--- src/rtl/sr_req_arbiter.sv ---
// sr_req_arbiter
// Serialises set/clear requests from N requesters onto one shared SR flag
// flop. S/R are driven with one-cycle pulses, the result is confirmed on Q,
// and then the served requester gets a one-cycle gnt pulse.
//
// Ports:
//   clk       rising-edge clock
//   n_rst     asynchronous active-low reset
//   req[N]    request levels, held until the matching gnt bit
//   op[N]     per-requester operation (1 = set, 0 = clear)
//   gnt[N]    one-hot completion pulse
//   err       pulse with gnt when Q never reached the target
//   busy      high whenever the arbiter is not idle
//   owner     index of the current or last-served requester
//   S, R      registered set/reset pulses to the flop (never both high)
//   Q_in      the flop's Q, fed back
//
// Configuration macro:
//   SR_ARB_PRIO0_EN  requester 0 takes absolute priority; the others stay
//                    round-robin and ptr is left alone when 0 is served.
module sr_req_arbiter #(
  parameter int N        = 4,
  parameter int WAIT_MAX = 3,
  localparam int IW      = (N > 1) ? $clog2(N) : 1
) (
  input  logic          clk,
  input  logic          n_rst,
  input  logic [N-1:0]  req,
  input  logic [N-1:0]  op,
  output logic [N-1:0]  gnt,
  output logic          err,
  output logic          busy,
  output logic [IW-1:0] owner,
  output logic          S,
  output logic          R,
  input  logic          Q_in
);

  typedef enum logic [1:0] {
    IDLE  = 2'd0,
    DRIVE = 2'd1,
    CHECK = 2'd2,
    ACK   = 2'd3
  } state_t;

  state_t        state_q, state_d;
  logic [IW-1:0] ptr_q, ptr_d;
  logic [IW-1:0] owner_q, owner_d;
  logic          tgt_q, tgt_d;
  logic [3:0]    cnt_q, cnt_d;
  logic [N-1:0]  gnt_q, gnt_d;
  logic          err_q, err_d;
  logic          busy_q, busy_d;
  logic          s_q, s_d;
  logic          r_q, r_d;

  logic [N-1:0]  rr_req_s;
  logic [N-1:0]  req_hi_s;
  logic [IW-1:0] rr_win_s;
  logic [IW-1:0] win_s;

  // Index of the lowest set bit (0 when the vector is empty).
  function automatic logic [IW-1:0] lowest_set(input logic [N-1:0] v);
    logic [IW-1:0] idx;
    idx = '0;
    for (int j = N - 1; j >= 0; j--) begin
      idx = v[j] ? IW'(j) : idx;
    end
    return idx;
  endfunction

  // Mask of bit positions at or above p, used for the upward search from ptr.
  function automatic logic [N-1:0] at_or_above(input logic [IW-1:0] p);
    logic [N-1:0] m;
    for (int j = 0; j < N; j++) begin
      m[j] = (IW'(j) >= p);
    end
    return m;
  endfunction

  // Winner selection: search upward from ptr, wrapping back to bit 0.
  always_comb begin
`ifdef SR_ARB_PRIO0_EN
    rr_req_s = {req[N-1:1], 1'b0};
`else
    rr_req_s = req;
`endif
    req_hi_s = rr_req_s & at_or_above(ptr_q);
    rr_win_s = (|req_hi_s) ? lowest_set(req_hi_s) : lowest_set(rr_req_s);
`ifdef SR_ARB_PRIO0_EN
    win_s    = req[0] ? '0 : rr_win_s;
`else
    win_s    = rr_win_s;
`endif
  end

  // Next-state logic; registered outputs are derived from the next state so
  // they line up with the state they belong to.
  always_comb begin
    state_d = state_q;
    ptr_d   = ptr_q;
    owner_d = owner_q;
    tgt_d   = tgt_q;
    cnt_d   = cnt_q;
    err_d   = 1'b0;

    case (state_q)
      IDLE: begin
        if (|req) begin
          owner_d = win_s;
          tgt_d   = op[win_s];
          cnt_d   = 4'd0;
          // Flop already holds the target: skip the pulse entirely.
          state_d = (Q_in == op[win_s]) ? ACK : DRIVE;
        end else begin
          state_d = IDLE;
        end
      end
      DRIVE: begin
        cnt_d   = 4'd0;
        state_d = CHECK;
      end
      CHECK: begin
        if (Q_in == tgt_q) begin
          state_d = ACK;
        end else if (cnt_q == 4'(WAIT_MAX - 1)) begin
          state_d = ACK;
          err_d   = 1'b1;
        end else begin
          cnt_d   = cnt_q + 4'd1;
        end
      end
      ACK: begin
        state_d = IDLE;
`ifdef SR_ARB_PRIO0_EN
        if (owner_q != '0) begin
          ptr_d = (owner_q == IW'(N - 1)) ? '0 : owner_q + IW'(1);
        end else begin
          ptr_d = ptr_q;
        end
`else
        ptr_d = (owner_q == IW'(N - 1)) ? '0 : owner_q + IW'(1);
`endif
      end
      default: begin
        state_d = IDLE;
      end
    endcase

    gnt_d  = (state_d == ACK) ? (N'(1) << owner_d) : '0;
    busy_d = (state_d != IDLE);
    s_d    = (state_d == DRIVE) &  tgt_d;
    r_d    = (state_d == DRIVE) & ~tgt_d;
  end

  // State and output registers.
  always_ff @(posedge clk or negedge n_rst) begin
    if (!n_rst) begin
      state_q <= IDLE;
      ptr_q   <= '0;
      owner_q <= '0;
      tgt_q   <= 1'b0;
      cnt_q   <= 4'd0;
      gnt_q   <= '0;
      err_q   <= 1'b0;
      busy_q  <= 1'b0;
      s_q     <= 1'b0;
      r_q     <= 1'b0;
    end else begin
      state_q <= state_d;
      ptr_q   <= ptr_d;
      owner_q <= owner_d;
      tgt_q   <= tgt_d;
      cnt_q   <= cnt_d;
      gnt_q   <= gnt_d;
      err_q   <= err_d;
      busy_q  <= busy_d;
      s_q     <= s_d;
      r_q     <= r_d;
    end
  end

  assign gnt   = gnt_q;
  assign err   = err_q;
  assign busy  = busy_q;
  assign owner = owner_q;
  assign S     = s_q;
  assign R     = r_q;

endmodule

--- config.mk ---
export PLATFORM = sky130hd
export DESIGN_NAME = sr_req_arbiter
export DESIGN_NICKNAME = d
export VERILOG_FILES = /design/src/rtl/sr_req_arbiter.sv
export SDC_FILE = /design/constraint.sdc
export NUM_CORES = 1
export LEC_CHECK = 0
export ABC_AREA = 1
export CAP_MARGIN = 15
export CELL_PAD_IN_SITES_DETAIL_PLACEMENT = 1
export CELL_PAD_IN_SITES_GLOBAL_PLACEMENT = 1
export CORE_ASPECT_RATIO = 0.75
export CORE_UTILIZATION = 35
export DETAILED_ROUTE_END_ITERATION = 8
export PLACE_DENSITY_LB_ADDON = 0.1
export RECOVER_POWER = 50
export SLEW_MARGIN = 20
export SYNTH_ARGS = -nofsm -noshare
export SYNTH_HDL_FRONTEND = slang
export SYNTH_SLANG_ARGS = --single-unit
--- constraint.sdc ---
create_clock -name clk -period 2.25 [get_ports clk]
set_input_delay 0.3375 -clock clk [delete_from_list [all_inputs] [get_ports clk]]
set_output_delay 0.3375 -clock clk [all_outputs]
set_load 0.005 [all_outputs]
==> results.yml, run 1 <==
power:
  powerDensity_nw_per_um2: 1310
  finalPower_mw: 1.744
  leakagePower_nw: 0.6519
  ir_drop_v: 0.0005457
cts:
  insertion_delay_ns: 0.26
  cts_tree: "done"
  cts_root_buf: "clkbuf_8"
  clkSinkCount: 19
  cts_hold_buf: 0
  clk_pin_slew_ns: 0.07
  htreeDepth: 1
  cts_buffers: 3
  post_cts_resized: 0
  cts_buffer_depth: 2
  postCtsSetupBuffers: 0
global_route:
  use_met1_pct: 23.11
  grt_pass1_wl_um: 4236
  met2_usage_pct: 27.78
  grt_busiest_layer: "met2"
  use_met3_pct: 5.841
  antenna_found_initial: 0
  grt_overflow: 0
  grt_max_degree: 20
  grtUsageTotal_pct: 17.86
  grt_pass1_vias: 947
routing:
  first_iter_violations: 14
  routed_wl_um: 2357
  via_per_inst: 4.785
  first_pass_iters: 4
  post-route-drc-count: 0
  routed-via-count: 866
  final_antenna_net_count: 0
  routedWlPerCell_um: 13.02
synth:
  syn_area_per_cell_um2: 8.612
  syn_inst: 120
  ys_ff_latch: 19
  syn-num-nets: 137
  synthFlopType: "dfrtp_1"
  synth_top_area_share_pct: 46.00
  synthArstFlopShare_pct: 100.0
  ys_top_cells_by_count: "nand2_1 (26), dfrtp_1 (19), inv_1 (19), nand3_1 (7)"
  synth-edff-count: 0
  netlist_area_um2: 1033
  ys_seq_area_share_pct: 46.00
  synth.most_common_cell: "nand2_1"
  synth_top_cell_by_area: "dfrtp_1"
  synthDistinctLibCells: 25
  synth_area_leaders: "dfrtp_1 (46%), nand2_1 (9.4%), ha_1 (7.3%), inv_1 (6.9%), nand3_2 (3.9%)"
  ys_warn_count: 0
setup_path:
  cp-end-kind: "flop"
  cpMaxStageDelayCell: "clkdlybuf4s50_1"
  path_delay_family: "simple AND/OR/NAND/NOR gates"
  worstPathCellList: "clkdlybuf4s50_1 > inv_2 > nand2_1 > nor3_1 > nor2_2 > or2_1 > o21ai_1 > inv_1 > nand2_1 > nor2_2"
  worstPathMaxFanout: 7
  required_ns: 2.41
  cp_num_buf_inv: 3
  crit_type: "input pin to flop"
  crit_arrival_ns: 2.04
  max_stage_delay_ns: 0.48
  start_kind: "input pin"
status:
  status: "completed"
placement:
  port_buffers: 20
  pre_cts_slack_ns: 0.1136
  gp_congestion: 0.7437
  hpwl_um: 1924
timing:
  slew_headroom_pct: 31.65
  finalHoldWorstSlack_ns: 0.5377
  finalHoldViolCount: 0
  skew_ns: 0.001856
  layout_setup_ws_ns: 0.3709
  period_share_pct: 83.51
  setup_viol: 0
  drv_slew: 0
  rsz0062_at_grt: "no"
  fmax_ghz: 0.5322
  worst_pin_slew_ns: 1.025
  min_period_ns: 1.879
  finalSetupTns_ns: 0
floorplan:
  dieArea_um2: 3176
  fp-row-count: 16
  core_area_um2: 2703
  ios: 21
  start_util_pct: 38.24
  fp.dieH_um: 49.06
  die-width_um: 64.75
worst_hold_path:
  hp-class: "flop to flop"
cells_and_area:
  seqCellArea_um2: 475.5
  fillCellCount: 316
  syn_to_final_growth_pct: 28.81
  antenna_cells: 0
  final_nets: 163
  drive_gt1_share_pct: 16.55
  multi_input_area_um2: 475.5
job:
  max_cap_viol_count: 0
[worst paths after layout]
check | start | to | slack [ns] | depth (start not counted)
setup / recovery | req[0] | gnt[2] | 0.37 | 10
hold / removal | cnt_q[3] | cnt_q[3] | 0.54 | 2
setup reg to reg | state_q[0] | cnt_q[2] | 0.47 | 8
hold reg to reg | cnt_q[3] | cnt_q[3] | 0.54 | 2
max in group asynchronous | n_rst | gnt[1] | 0.87 | 2
min in group asynchronous | n_rst | ptr_q[1] | 0.76 | 2
[flip-flops by register name, indices dropped and copies added, names as in the netlist]
name     cells
S            1
ptr_q        2
R            1
owner        2
cnt_q        4
gnt          4
tgt_q        1
state_q      2
busy         1
err          1
[cell type report]
type	instances	area share (%)
Clock buffer	3	3.101
Clock inverter	1	0.5639
Inverter	22	6.203
Multi-Input combinational cell	79	35.71
Sequential cell	19	35.71
Tap cell	36	3.383
Timing Repair Buffer	21	15.32
[metal layers]
layer  up-vias  part of all wire [%]
li1        430                     -
met1       410                    47
met3         4                   6.4
met2        22                    46
met5         -                     0
met4         0                  0.89
[worst min-delay path, stage by stage (launching register included)]
cell     delay [ns]
dfrtp_1        0.33
inv_1          0.06
a21oi_1        0.11
[per-stage QoR]
| stage | cells | utilization, % | area, µm² |
|---|---|---|---|
| finish | 181 | 49.26 | 1331 |
| global route | 181 | 49.26 | 1331 |
| floorplan | 120 | - | 1033 |
| global placement | 177 | 47.59 | 1286 |
| CTS | 181 | 49.40 | 1335 |
| detailed placement | 177 | 47.59 | 1286 |
[cell usage in the layout, fill, tap and decap left out]
cell type / synthesis / routed
a21oi_1: 3 / 3
a21oi_2: 2 / 2
a31oi_1: 1 / 1
clkbuf_1: 0 / 1
clkbuf_8: 0 / 3
clkdlybuf4s50_1: 0 / 17
clkinvlp_4: 0 / 1
dfrtp_1: 19 / 19
dlygate4sd3_1: 0 / 3
ha_1: 6 / 6
inv_1: 19 / 19
inv_2: 3 / 3
mux2_2: 1 / 1
nand2_1: 26 / 26
nand2_2: 1 / 1
nand2_4: 2 / 2
nand3_1: 7 / 7
nand3_2: 4 / 4
nand4_1: 1 / 1
nor2_1: 6 / 6
nor2_2: 6 / 6
nor3_1: 1 / 1
nor3_2: 1 / 1
o2111ai_1: 1 / 1
o21a_1: 1 / 1
o21ai_0: 2 / 2
o21ai_1: 4 / 4
o22ai_1: 1 / 1
or2_1: 1 / 1
xnor2_1: 1 / 1
[report_power, final]
part / switching, mW / internal [mW] / total, mW
clock: 0.122 / 0.125 / 0.247
combinational: 0.575 / 0.378 / 0.954
sequential: 0.0779 / 0.466 / 0.544
[logic make-up after synthesis]
logic type      Yosys count  share of synthesized area [%]
simple gates             56                          27.97
buf+inv                  22                          7.990
flops                    19                          46.01
compound gates           15                          8.839
fa+ha+maj                 6                          7.264
xor+xnor                  1                         0.8476
mux                       1                          1.090
(Power assumes the default switching activity.)
==> inputs of run 2 (changes only) <==
--- a/config.mk
+++ b/config.mk
@@ -10,7 +10,7 @@
 export CELL_PAD_IN_SITES_DETAIL_PLACEMENT = 1
 export CELL_PAD_IN_SITES_GLOBAL_PLACEMENT = 1
 export CORE_ASPECT_RATIO = 0.75
-export CORE_UTILIZATION = 35
+export CORE_UTILIZATION = 33
 export DETAILED_ROUTE_END_ITERATION = 8
 export PLACE_DENSITY_LB_ADDON = 0.1
 export RECOVER_POWER = 50
==> constraint.sdc (replaced) <==
create_clock -name clk -period 1.7 [get_ports clk]
set_input_delay 0.255 -clock clk [delete_from_list [all_inputs] [get_ports clk]]
set_output_delay 0.255 -clock clk [all_outputs]
set_load 0.005 [all_outputs]
==> results.yml, run 2 (synthesis results as in run 1) <==
status:
  status: "completed"
timing:
  finalHoldViolCount: 0
  min_period_ns: 1.695
  layout_setup_ws_ns: 0.004926
  rsz0062_at_grt: "yes"
  worst_pin_slew_ns: 1.046
  setup_viol: 0
  skew_ns: 0.004251
  slew_headroom_pct: 30.25
  finalSetupTns_ns: 0
  drv_slew: 0
  finalHoldWorstSlack_ns: 0.5103
  period_share_pct: 99.71
  fmax_ghz: 0.5899
cts:
  clk_pin_slew_ns: 0.08
  cts_hold_buf: 0
  cts_root_buf: "clkbuf_8"
  cts_buffer_depth: 2
  clkSinkCount: 19
  insertion_delay_ns: 0.26
  cts_tree: "done"
  htreeDepth: 1
  cts_buffers: 3
floorplan:
  fp.dieH_um: 50.47
  die-width_um: 66.62
  core_area_um2: 2957
  ios: 21
  fp-row-count: 17
  start_util_pct: 34.96
  dieArea_um2: 3362
cells_and_area:
  drive_gt1_share_pct: 35.26
  fillCellCount: 328
  fin_util_pct: 52.73
  syn_to_final_growth_pct: 50.85
  final_common_cell: "nand2_1"
  stdcell_area_um2: 1559
  instances_no_fill: 194
  seqCellArea_um2: 478.0
  final_nets: 174
  final_cell_mix: "nand2_1 (21), dfrtp_1 (17), inv_1 (15), clkdlybuf4s50_1 (15), buf_4 (11)"
  antenna_cells: 0
  multi_input_area_um2: 613.1
routing:
  first_pass_iters: 2
  routed-via-count: 917
  first_iter_violations: 33
  post-route-drc-count: 0
  routed_wl_um: 2665
  final_antenna_net_count: 0
  via_per_inst: 4.727
  routedWlPerCell_um: 13.74
placement:
  place_area_um2: 1371
  placed_cells: 190
  port_buffers: 20
  hpwl_um: 2157
  pre_cts_slack_ns: -0.3240
  gp_congestion: 0.7278
global_route:
  grt_overflow: 0
  grtUsageTotal_pct: 19.39
  grt_pass1_vias: 1038
  antenna_found_initial: 0
  grt_max_degree: 20
  grt_pass1_wl_um: 4705
setup_path:
  start_kind: "flop"
  reg2reg_slack_ns: 0.005
  worstPathCellList: "nand2_4 > nand2_1 > o21a_1 > nand3_1 > nand3_4 > nand2_2 > nand2_2 > nand3_4 > nand2_4 > nand2_8 > nor2_2"
  crit_arrival_ns: 1.85
  cp_num_buf_inv: 0
  max_stage_delay_ns: 0.47
  r2r_start: "ptr_q[1]"
  cpMaxStageDelayCell: "dfrtp_2"
  critPathLaunch: "ptr_q[1]"
  worstPathMaxFanout: 4
  path_delay_family: "simple AND/OR/NAND/NOR gates"
  required_ns: 1.86
  cp-end-kind: "flop"
  crit_type: "flop to flop"
power:
  powerDensity_nw_per_um2: 1834
  ir_drop_v: 0.0007873
  leakagePower_nw: 0.7407
  finalPower_mw: 2.859
job:
  max_cap_viol_count: 0
worst_hold_path:
  hp-class: "input pin to flop"
  hold_start: "Q_in"
[run 2: cell types whose count changed in the layout (fill, tap and decap cells not counted), moves of 4 or more]
cell     before  now
buf_4         0   11
nor2_4        0    6
nand2_1      26   21
inv_1        19   15
inv_2         3    7
nand2_2       1    5
nor2_2        6    2
[run 2: power breakdown]
| part | total, mW | leakage [nW] | switching, mW | internal, mW |
|---|---|---|---|---|
| combinational | 1.77 | 0.477 | 0.994 | 0.776 |
| sequential | 0.756 | 0.242 | 0.135 | 0.621 |
| clock | 0.333 | 0.0217 | 0.168 | 0.165 |
| total | 2.86 | 0.741 | 1.30 | 1.56 |
[run 2: final timing paths]
| path | to | depth (start not counted) |
|---|---|---|
| max | gnt[0] | 11 |
| min | state_q[1] | 4 |
| max reg2reg | gnt[0] | 11 |
| min reg2reg | cnt_q[3] | 2 |
| max in group asynchronous | ptr_q[1] | 2 |
| min in group asynchronous | ptr_q[0] | 2 |
[run 2: per-layer routing]
metal | vias up | global-route usage (%) | wire length [µm]
met5 | - | 0 | 0
met4 | 0 | 8.511 | 40
met3 | 2 | 4.091 | 68
met1 | 448 | 23.25 | 1183
met2 | 12 | 33.16 | 1372
li1 | 455 | - | -
[run 2: timing repair]
action	4_1_cts	5_1_grt
resized for setup	7	32
endpoints found under the setup margin	7	9
buffers inserted	0	0
pin swaps	3	13
[run 2: worst min-delay path, stage by stage]
cell and delay [ns]:
dlymetal6s2s_1 0.19, nand2_2 0.11, nand3_4 0.10, nand2_4 0.07
[run 2: final cells by class]
class | instances | share of cell area, %
multi-input cells | 79 | 39.33
flip-flops and latches | 19 | 30.66
repair buffers | 32 | 18.54
inverters | 22 | 5.297
well taps | 38 | 3.050
clock buffers | 3 | 2.648
clock inverters | 1 | 0.4815
==> inputs of run 3 (changes only) <==
--- a/config.mk
+++ b/config.mk
@@ -5,12 +5,11 @@
 export SDC_FILE = /design/constraint.sdc
 export NUM_CORES = 1
 export LEC_CHECK = 0
-export ABC_AREA = 1
 export CAP_MARGIN = 15
 export CELL_PAD_IN_SITES_DETAIL_PLACEMENT = 1
 export CELL_PAD_IN_SITES_GLOBAL_PLACEMENT = 1
 export CORE_ASPECT_RATIO = 0.75
-export CORE_UTILIZATION = 33
+export CORE_UTILIZATION = 34
 export DETAILED_ROUTE_END_ITERATION = 8
 export PLACE_DENSITY_LB_ADDON = 0.1
 export RECOVER_POWER = 50
==> results.yml, run 3 <==
status:
  status: "complete, but fails checks"
  violations: "setup timing"
timing:
  period_share_pct: 122.1
  drv_slew: 0
  slew_headroom_pct: 30.80
  min_period_ns: 2.076
  setup_viol: 14
  fmax_ghz: 0.4818
  worst_pin_slew_ns: 1.038
  rsz0062_at_grt: "yes"
  layout_setup_ws_ns: -0.3755
  finalHoldWorstSlack_ns: 0.5106
  finalSetupTns_ns: -3.149
  finalHoldViolCount: 0
  skew_ns: 0.006222
routing:
  routed-via-count: 855
  first_iter_violations: 11
  final_antenna_net_count: 0
  routedWlPerCell_um: 14.21
  via_per_inst: 4.831
  post-route-drc-count: 0
  routed_wl_um: 2515
  first_pass_iters: 4
power:
  power_frac_clock_pct: 11.8
  comb_power_share_pct: 61.1
  intPower_mw: 1.623
  switchingPower_mw: 1.055
  leakagePower_nw: 0.7049
  finalPower_mw: 2.679
  powerDensity_nw_per_um2: 1733
  p_seq_share_pct: 27.2
  switching_share_pct: 39.40
  ir_drop_v: 0.0007597
floorplan:
  fp.dieH_um: 48.25
  fp-row-count: 16
  core_area_um2: 2663
  ios: 21
  die-width_um: 63.67
  start_util_pct: 36.42
  dieArea_um2: 3072
placement:
  hpwl_um: 1831
  placed_cells: 171
  port_buffers: 20
  gp_congestion: 0.7340
setup_path:
  r2r_start: "ptr_q[0]"
  worstPathMaxFanout: 7
  cpMaxStageDelayCell: "dfrtp_2"
  reg2reg_slack_ns: -0.38
  start_kind: "flop"
  required_ns: 1.85
  max_stage_delay_ns: 0.44
  crit_arrival_ns: 2.22
  worstPathCellList: "a21boi_2 > o21ai_1 > or3_4 > mux2i_4 > xnor2_2 > o221a_4 > and3_4"
  crit_type: "flop to flop"
  r2r_cells: 7
  cp-end-kind: "flop"
  worstReg2RegEnd: "S"
cts:
  cts_hold_buf: 0
  cts_buffer_depth: 2
  cts_buffers: 3
  cts_root_buf: "clkbuf_8"
  clk_pin_slew_ns: 0.07
  insertion_delay_ns: 0.26
  cts_tree: "done"
  htreeDepth: 1
  clkSinkCount: 19
global_route:
  grt_pass1_wl_um: 3815
  grtUsageTotal_pct: 17.43
  antenna_found_initial: 0
  grt_overflow: 0
  grt_pass1_vias: 789
  grt_max_degree: 20
synth:
  synth_xor_area_share_pct: 2.710
  synth_top_family_by_area: "simple AND/OR/NAND/NOR gates"
  ys_warn_count: 0
  synth_mux_area_share_pct: 6.581
  synth_compound_area_share_pct: 10.32
  synthFlopType: "dfrtp_1"
  synthDistinctLibCells: 26
  synth_top_area_share_pct: 49.03
  synth.most_common_cell: "dfrtp_1"
  synth-edff-count: 0
  synthArstFlopShare_pct: 100.0
  netlist_area_um2: 969.7
  synth_area_leaders: "dfrtp_1 (49%), ha_1 (7.7%), nand2_1 (5.8%), mux2_2 (3.5%), mux2i_1 (3.1%)"
  syn_inst: 95
  ys_seq_area_share_pct: 49.03
  ys_ff_latch: 19
  syn-num-nets: 112
  syn_area_per_cell_um2: 10.21
  synth-simple-area-share_pct: 20.13
  ys_top_cells_by_count: "dfrtp_1 (19), nand2_1 (15), inv_1 (8), ha_1 (6)"
  synth_fa_ha_area_share_pct: 7.742
  synth_top_cell_by_area: "dfrtp_1"
worst_hold_path:
  hold_depth: 1
  hold_end: "cnt_q[3]"
  hp-class: "flop to flop"
  hold_start: "cnt_q[3]"
cells_and_area:
  drive_gt1_share_pct: 36.88
  antenna_cells: 0
  final_nets: 159
  final_common_cell: "buf_4"
  fillCellCount: 302
  syn_to_final_growth_pct: 59.35
  instances_no_fill: 177
  final_cell_mix: "buf_4 (21), dfrtp_1 (17), clkdlybuf4s50_1 (17), nand2_1 (15), inv_1 (7)"
job:
  max_cap_viol_count: 0
[run 3: changes by cell type in the layout (fill, tap and decap cells not counted), sizes merged, moves of 2 or more]
cell           before  now
mux2                1    3
nor2               12    4
nor3                2    5
nor3b               0    3
clkdlybuf4s50      15   17
mux2i               0    3
nand3              11    2
dlymetal6s2s        2    0
a21oi               5    3
nand2b              0    4
xnor2               1    3
buf                11   22
inv                22    8
nand2              29   15
[run 3: logic make-up after synthesis]
group,after synthesis
AOI/OAI and AO/OA,14
adders and majority gates,6
DFF,19
and+or+nand+nor,38
muxes,6
buffers and inverters,9
xor gates and xnor gates,3
[run 3: critical path: cells and delay by family, from the launching register on]
kind            cells  cell delay (ns)
flops               1             0.44
simple gates        2             0.58
xor+xnor            1             0.15
compound gates      3             0.57
mux                 1             0.22
[run 3: timing repair]
| action | CTS | global route |
|---|---|---|
| pin swaps | 5 | 10 |
| buffers inserted | 1 | 1 |
| endpoints found under the hold margin | 0 | 0 |
| gates resized for setup | 15 | 16 |
| setup endpoints to repair | 16 | 16 |
[run 3: area by class of cell]
cell class                 count  area (µm²)  area share [%]
inverter                       8       30.03           1.943
clock buffer                   3       41.29           2.672
tap                           36       45.04           2.915
sequential                    19       478.0           30.93
timing repair buffer          43       370.4           23.97
multi-input combinational     67       575.6           37.25
clock inverter                 1       5.005          0.3239
[run 3: power by group through the flow]
stage | logic, mW | clock network (mW) | registers (mW)
floorplan | 0.715 | 0 | 0.710
global placement | 1.29 | 0 | 0.719
detailed placement | 1.34 | 0 | 0.725
CTS | 1.50 | 0.326 | 0.719
global route | 1.80 | 0.349 | 0.749
finish | 1.64 | 0.315 | 0.728
[run 3: routing by layer]
metal | vias to the layer above | track usage, % | part of all wire (%)
met2 | 20 | 29.79 | 49
met5 | - | 0 | 0
met4 | 0 | 4.091 | 1.3
met3 | 4 | 4.206 | 2.9
met1 | 419 | 23.05 | 47
li1 | 412 | - | -
[run 3: worst max path at each step]
stage	from	endpoint	slack, ns	cells past startpoint
2_1_floorplan	ptr_q[1]	R	-0.08	8
3_5_place_dp	req[2]	R	-0.74	9
5_1_grt	ptr_q[0]	R	-0.44	8
6_report	ptr_q[0]	S	-0.38	7
4_1_cts	ptr_q[0]	gnt[3]	-0.35	7
3_3_place_gp	req[2]	S	-0.53	8
[run 3: through the flow]
| step | worst slack (ns) | area (µm²) | utilization, % |
|---|---|---|---|
| floorplan | -0.07977 | 970.9 | - |
| global placement | -0.5295 | 1369 | 51.41 |
| detailed placement | -0.7366 | 1369 | 51.41 |
| CTS | -0.3544 | 1481 | 55.64 |
| global route | -0.4381 | 1545 | 58.04 |
| finish | -0.3755 | 1545 | 58.04 |
==> patch 1 (settings of run 2) <==
The parameter `N` goes from 4 to 8.
--- a/src/rtl/sr_req_arbiter.sv
+++ b/src/rtl/sr_req_arbiter.sv
@@ -19,7 +19,7 @@
 //   SR_ARB_PRIO0_EN  requester 0 takes absolute priority; the others stay
 //                    round-robin and ptr is left alone when 0 is served.
 module sr_req_arbiter #(
-  parameter int N        = 4,
+  parameter int N        = 8,
   parameter int WAIT_MAX = 3,
   localparam int IW      = (N > 1) ? $clog2(N) : 1
 ) (
Ports: changed (resized gnt, op, owner and req); port bits go from 21 to 34. No check against the original RTL was run, so the function may have changed too.
==> patch 1 against run 2 <==
The run now ends with setup timing left. Die area is 50% higher. Final area is 53% higher. Sequential cell count is 6 higher. Wire length is 77% higher. Via count is 66% higher. Setup slack worse by 0.31 ns. Clock power is 11% higher. Synthesized area is 52% higher. Maximum frequency is 16% lower. Power is 40% higher. Sequential share of layout area is 4.2 points lower. Largest cell class unchanged. Largest power group unchanged.
==> patch 1: results (changes against run 2) <==
metric,value,unit,change
status,"finished, violations left",,"was finished, final reports clean"
violations,setup timing,,
grt_max_degree,26,,was 20
netSwitchingPower,1910,µW,was 1300 µW
placed_area,0.00213,mm²,was 0.00137 mm²
wl_per_cell,15.1,µm,was 13.7 µm
nets,284,,was 174
fin_skew,0.00781,ns,was 0.00425 ns
rrSetupSlack,-0.31,ns,was 0.005 ns
setup_ws,-0.308,ns,was 0.00493 ns
clk_pin_slew,0.10,ns,was 0.08 ns
ir_worst_vdd,0.000783,V,was 0.000787 V
power.leakage,0.00113,µW,was 0.000741 µW
grt_pass1_wl,7440,µm,was 4710 µm
place.gp.congestion,0.810,,was 0.728
dp_cells,303,,was 190
worstPathMaxFanout,8,,was 4
crit_arrival,2.19,ns,was 1.85 ns
synthTopCellsByCount,"47 x nand2_1, 25 x dfrtp_1, 23 x inv_1, 20 x nand3_1, 12 x nor2_1",,"was 26 x nand2_1, 19 x dfrtp_1, 19 x inv_1, 7 x nand3_1"
io_buffers,33,,was 20
max_stage_delay,0.49,ns,was 0.47 ns
drt-total-wl,4730,µm,was 2670 µm
synthDistinctLibCells,31,,was 25
fin_setup_tns,-3.65,ns,was 0 ns
r2r_cells,18,,was 11
hp-class,primary input to async pin,,was primary input to flip-flop
synth_cells,191,,was 120
dpl.hpwl,3660,µm,was 2160 µm
grt_pass1_vias,1519,,was 1038
place_ws,-0.661,ns,was -0.324 ns
grtUsageTotal,20.0,%,was 19.4%
max_slew_margin,58.8,%,was 30.2%
multi_input_area,991,µm²,was 613 µm²
clk_latency,0.28,ns,was 0.26 ns
dr.pass1.iters,4,,was 2
ys_seq_area_share,39.9,%,was 46.0%
setup_violations,15,,was 0
routed_via_density,4.84,,was 4.73
drive_gt1_share,40.9,%,was 35.3%
syn_nets,217,,was 137
fill_cells,530,,was 328
holdWs,0.519,ns,was 0.510 ns
==> patch 1: cell types whose count changed in the layout (fill, tap and decap cells not counted), sizes merged, moves of 6 or more <==
cell	run 2	this run
nor2	12	22
nand3	11	28
clkdlybuf4s50	15	24
nand2	29	55
buf	11	28
dfrtp	19	25
inv	22	28
==> patch 1: logic make-up after synthesis <==
kind of cell	share of synthesized area, %
buf+inv	6.70
flops	39.9
fa+ha+maj	5.59
compound gates	5.99
xor+xnor	0.559
simple gates	41.3
==> patch 1: worst reg2reg max path, stage by stage (launching register included) <==
cell and delay, ns:
dfrtp_2 0.49, nand2_4 0.12, nand2_4 0.07, nand3_1 0.08, nand3_1 0.08, nand2_1 0.07, nand2_1 0.05, nand2_1 0.10
nand2_4 0.10, nand2_4 0.10, nand2_2 0.06, nand3_2 0.06, nand3_2 0.10, nand2_2 0.09, nand2_2 0.06, nand3_4 0.08
nand2_4 0.08, nand2_8 0.10, nor2_2 0.04
==> patch 1: repair_timing <==
item                                    CTS  global route
resized for setup                        40            19
endpoints found under the setup margin   20            20
pin swaps                                11            10
setup buffers                             5             2
==> patch 1: cell type report <==
class / count / share of cell area (%)
clock inverter: 1 / 0.210
timing repair buffer: 62 / 22.6
sequential: 25 / 26.4
multi-input combinational: 138 / 41.6
inverter: 28 / 4.41
tap: 57 / 2.99
clock buffer: 3 / 1.73
==> patch 1: metal layers <==
metal  share of wire, %  track usage (%)  up-vias
met5                  0                0        -
met3                2.6             3.94        4
li1                   -                -      752
met4               0.55             3.01        0
met2                 50             33.7       22
met1                 46             27.3      741
==> patch 1: power by group through the flow <==
stage / registers (µW) / clock network [µW] / logic (µW)
final: 1000 / 369 / 2630
after global routing: 1020 / 398 / 2920
after CTS: 984 / 374 / 2580
after detailed placement: 971 / 0 / 2290
after global placement: 960 / 0 / 2190
after floorplan: 924 / 0 / 1450
==> patch 1: worst max path at each step <==
stage / from / to / slack, ns / cells after the start
2_1_floorplan: ptr_q[2]$_DFFE_PN0N_ / gnt[0]$_DFF_PN0_ / -0.05 / 17
3_3_place_gp: req[3] / gnt[0]$_DFF_PN0_ / -0.57 / 16
3_5_place_dp: req[3] / gnt[4]$_DFF_PN0_ / -0.66 / 16
4_1_cts: ptr_q[2]$_DFFE_PN0N_ / gnt[6]$_DFF_PN0_ / -0.28 / 15
5_1_grt: ptr_q[1]$_DFFE_PN0N_ / gnt[6]$_DFF_PN0_ / -0.46 / 18
6_report: ptr_q[1]$_DFFE_PN0N_ / gnt[6]$_DFF_PN0_ / -0.31 / 18
==> patch 2 (settings of run 2) <==
Without the edit above. Re-encode `state_t` (4 states) as one-hot, 4 bits wide.
--- a/src/rtl/sr_req_arbiter.sv
+++ b/src/rtl/sr_req_arbiter.sv
@@ -36,11 +36,11 @@
   input  logic          Q_in
 );
 
-  typedef enum logic [1:0] {
-    IDLE  = 2'd0,
-    DRIVE = 2'd1,
-    CHECK = 2'd2,
-    ACK   = 2'd3
+  typedef enum logic [3:0] {
+    IDLE  = 4'b0001,
+    DRIVE = 4'b0010,
+    CHECK = 4'b0100,
+    ACK   = 4'b1000
   } state_t;
 
   state_t        state_q, state_d;
Check against the original RTL: no difference found for any inputs over 10 cycles, from zero or initial values and one cycle with n_rst low; not proved beyond that.
==> patch 2 against run 2 <==
Sequential share of layout area increased by 4.7 points. Sequential cell count rose by 2. Final area down 4.5%. Synthesized area rose by 5.2%. Wire length up 2.4%. Power shrank 16%. Setup slack improved by 0.064 ns. Global-route usage down 1.3 points. Synthesized cell count is 5.0% higher.
==> patch 2: results (changes against run 2) <==
metric,value,unit,change
status,"finished, final reports clean",,unchanged
place_ws,-0.291,ns,was -0.324 ns
grt_pass1_vias,1015,,was 1038
use_met1,22.1,%,was 23.3%
rrSetupSlack,0.09,ns,was 0.005 ns
nets,172,,was 174
dr_wl_met2,1260,µm,was 1370 µm
instances_no_fill,195,,was 194
dp_cells,191,,was 190
grt_overflow_total,0,,unchanged
clk_latency,0.26,ns,about the same
dpl.hpwl,2130,µm,was 2160 µm
synthTopCellsByArea,"dfrtp_1 46%, nand2_1 10%, inv_1 7.2%",,"was dfrtp_1 46%, nand2_1 9.4%, ha_1 7.3%"
drt-met1-wl,1280,µm,was 1180 µm
grt_pass1_wl,4580,µm,was 4710 µm
grt_antenna_before_repair,0,,unchanged
synthFlopType,dfrtp_1,,unchanged
tightest_slew,0.833,ns,was 1.05 ns
synthDistinctLibCells,24,,was 25
fin_skew,0.00701,ns,was 0.00425 ns
ir_worst_vdd,0.000672,V,was 0.000787 V
place.gp.congestion,0.775,,was 0.728
grtUsageTotal,18.1,%,was 19.4%
htree_levels,1,,unchanged
clk_pin_slew,0.08,ns,about the same
critPathSlowestCell,clkdlybuf4s50_1,,was dfrtp_2
placed_area,0.00139,mm²,was 0.00137 mm²
wl_per_cell,14.0,µm,was 13.7 µm
r2r_cells,10,,was 11
synth_edf_count,0,,unchanged
ys_warn_count,0,,unchanged
swShare,42.6,%,was 45.3%
holdWs,0.297,ns,was 0.510 ns
crit_arrival,1.82,ns,was 1.85 ns
num_antenna_cells,0,,unchanged
hp-class,primary input to async pin,,was primary input to flip-flop
drive_gt1_share,25.5,%,was 35.3%
io_buffers,20,,unchanged
reg2reg_from,ptr_q[0]$_DFFE_PN0N_,,was ptr_q[1]$_DFFE_PN0N_
power.leakage,0.000726,µW,was 0.000741 µW
worstPathMaxFanout,5,,was 4
fill_cells,369,,was 328
grt_util_met2,29.9,%,was 33.2%
syn_avg_cell_area,8.63,µm²,was 8.61 µm²
grt_max_degree,16,,was 20
maxUsedRoutingLayer,met4,,unchanged
dr.pass1.iters,4,,was 2
synthTopCellsByCount,"29 x nand2_1, 21 x inv_1, 20 x dfrtp_1, 7 x nand3_1, 7 x nor2_1",,"was 26 x nand2_1, 19 x dfrtp_1, 19 x inv_1, 7 x nand3_1"
use_met3,7.24,%,was 4.09%
ys_seq_area_share,48.4,%,was 46.0%
r2r_end,gnt[2]$_DFF_PN0_,,was gnt[0]$_DFF_PN0_
numCtsBuffers,3,,unchanged
max_stage_delay,0.41,ns,was 0.47 ns
wl_met3,162,µm,was 68 µm
vias,954,,was 917
first_iter_violations,29,,was 33
syn_nets,140,,was 137
[patch 2: area by class of cell]
cell class	count	area, µm²	area share, %
Tap cell	38	47.5	3.19
Clock buffer	3	41.3	2.77
Sequential cell	21	527	35.4
Timing Repair Buffer	27	250	16.8
Clock inverter	1	5.00	0.336
Inverter	25	93.8	6.30
Multi-Input combinational cell	80	524	35.2
[patch 2: worst max-delay path by stage]
stage / startpoint / end / slack [ns] / cells after the start
final: req[1] / gnt[2]$_DFF_PN0_ / 0.07 / 12
after global routing: ptr_q[1]$_DFFE_PN0N_ / gnt[2]$_DFF_PN0_ / -0.03 / 10
after CTS: req[1] / gnt[0]$_DFF_PN0_ / 0.03 / 10
after detailed placement: req[2] / gnt[0]$_DFF_PN0_ / -0.29 / 13
after global placement: req[2] / gnt[2]$_DFF_PN0_ / -0.15 / 13
after floorplan: state_q[0]$_DFF_PN1_ / gnt[0]$_DFF_PN0_ / 0.32 / 7
[patch 2: power by group through the flow]
stage	sequential [µW]	clock, µW	combinational [µW]
after CTS	781	332	1190
after global placement	784	0	1100
after detailed placement	789	0	1160
final	784	323	1290
after global routing	811	357	1430
after floorplan	770	0	662
[patch 2: kinds of logic after synthesis]
logic type	share of synthesized area, %
multiplexers	1.04
adder cells (fa/ha/maj)	3.45
flip-flops	48.4
AO/OA/AOI/OAI	10.2
AND/OR/NAND/NOR	25.8
buffers and inverters	8.63
XOR/XNOR	2.42
[patch 2: timing repair]
| action | in CTS | in global routing |
|---|---|---|
| endpoints found under the setup margin | 3 | 6 |
| pin swaps | 0 | 3 |
| resized for setup | 2 | 13 |
| buffers inserted | 0 | 0 |
| hold buffers | 0 | 0 |
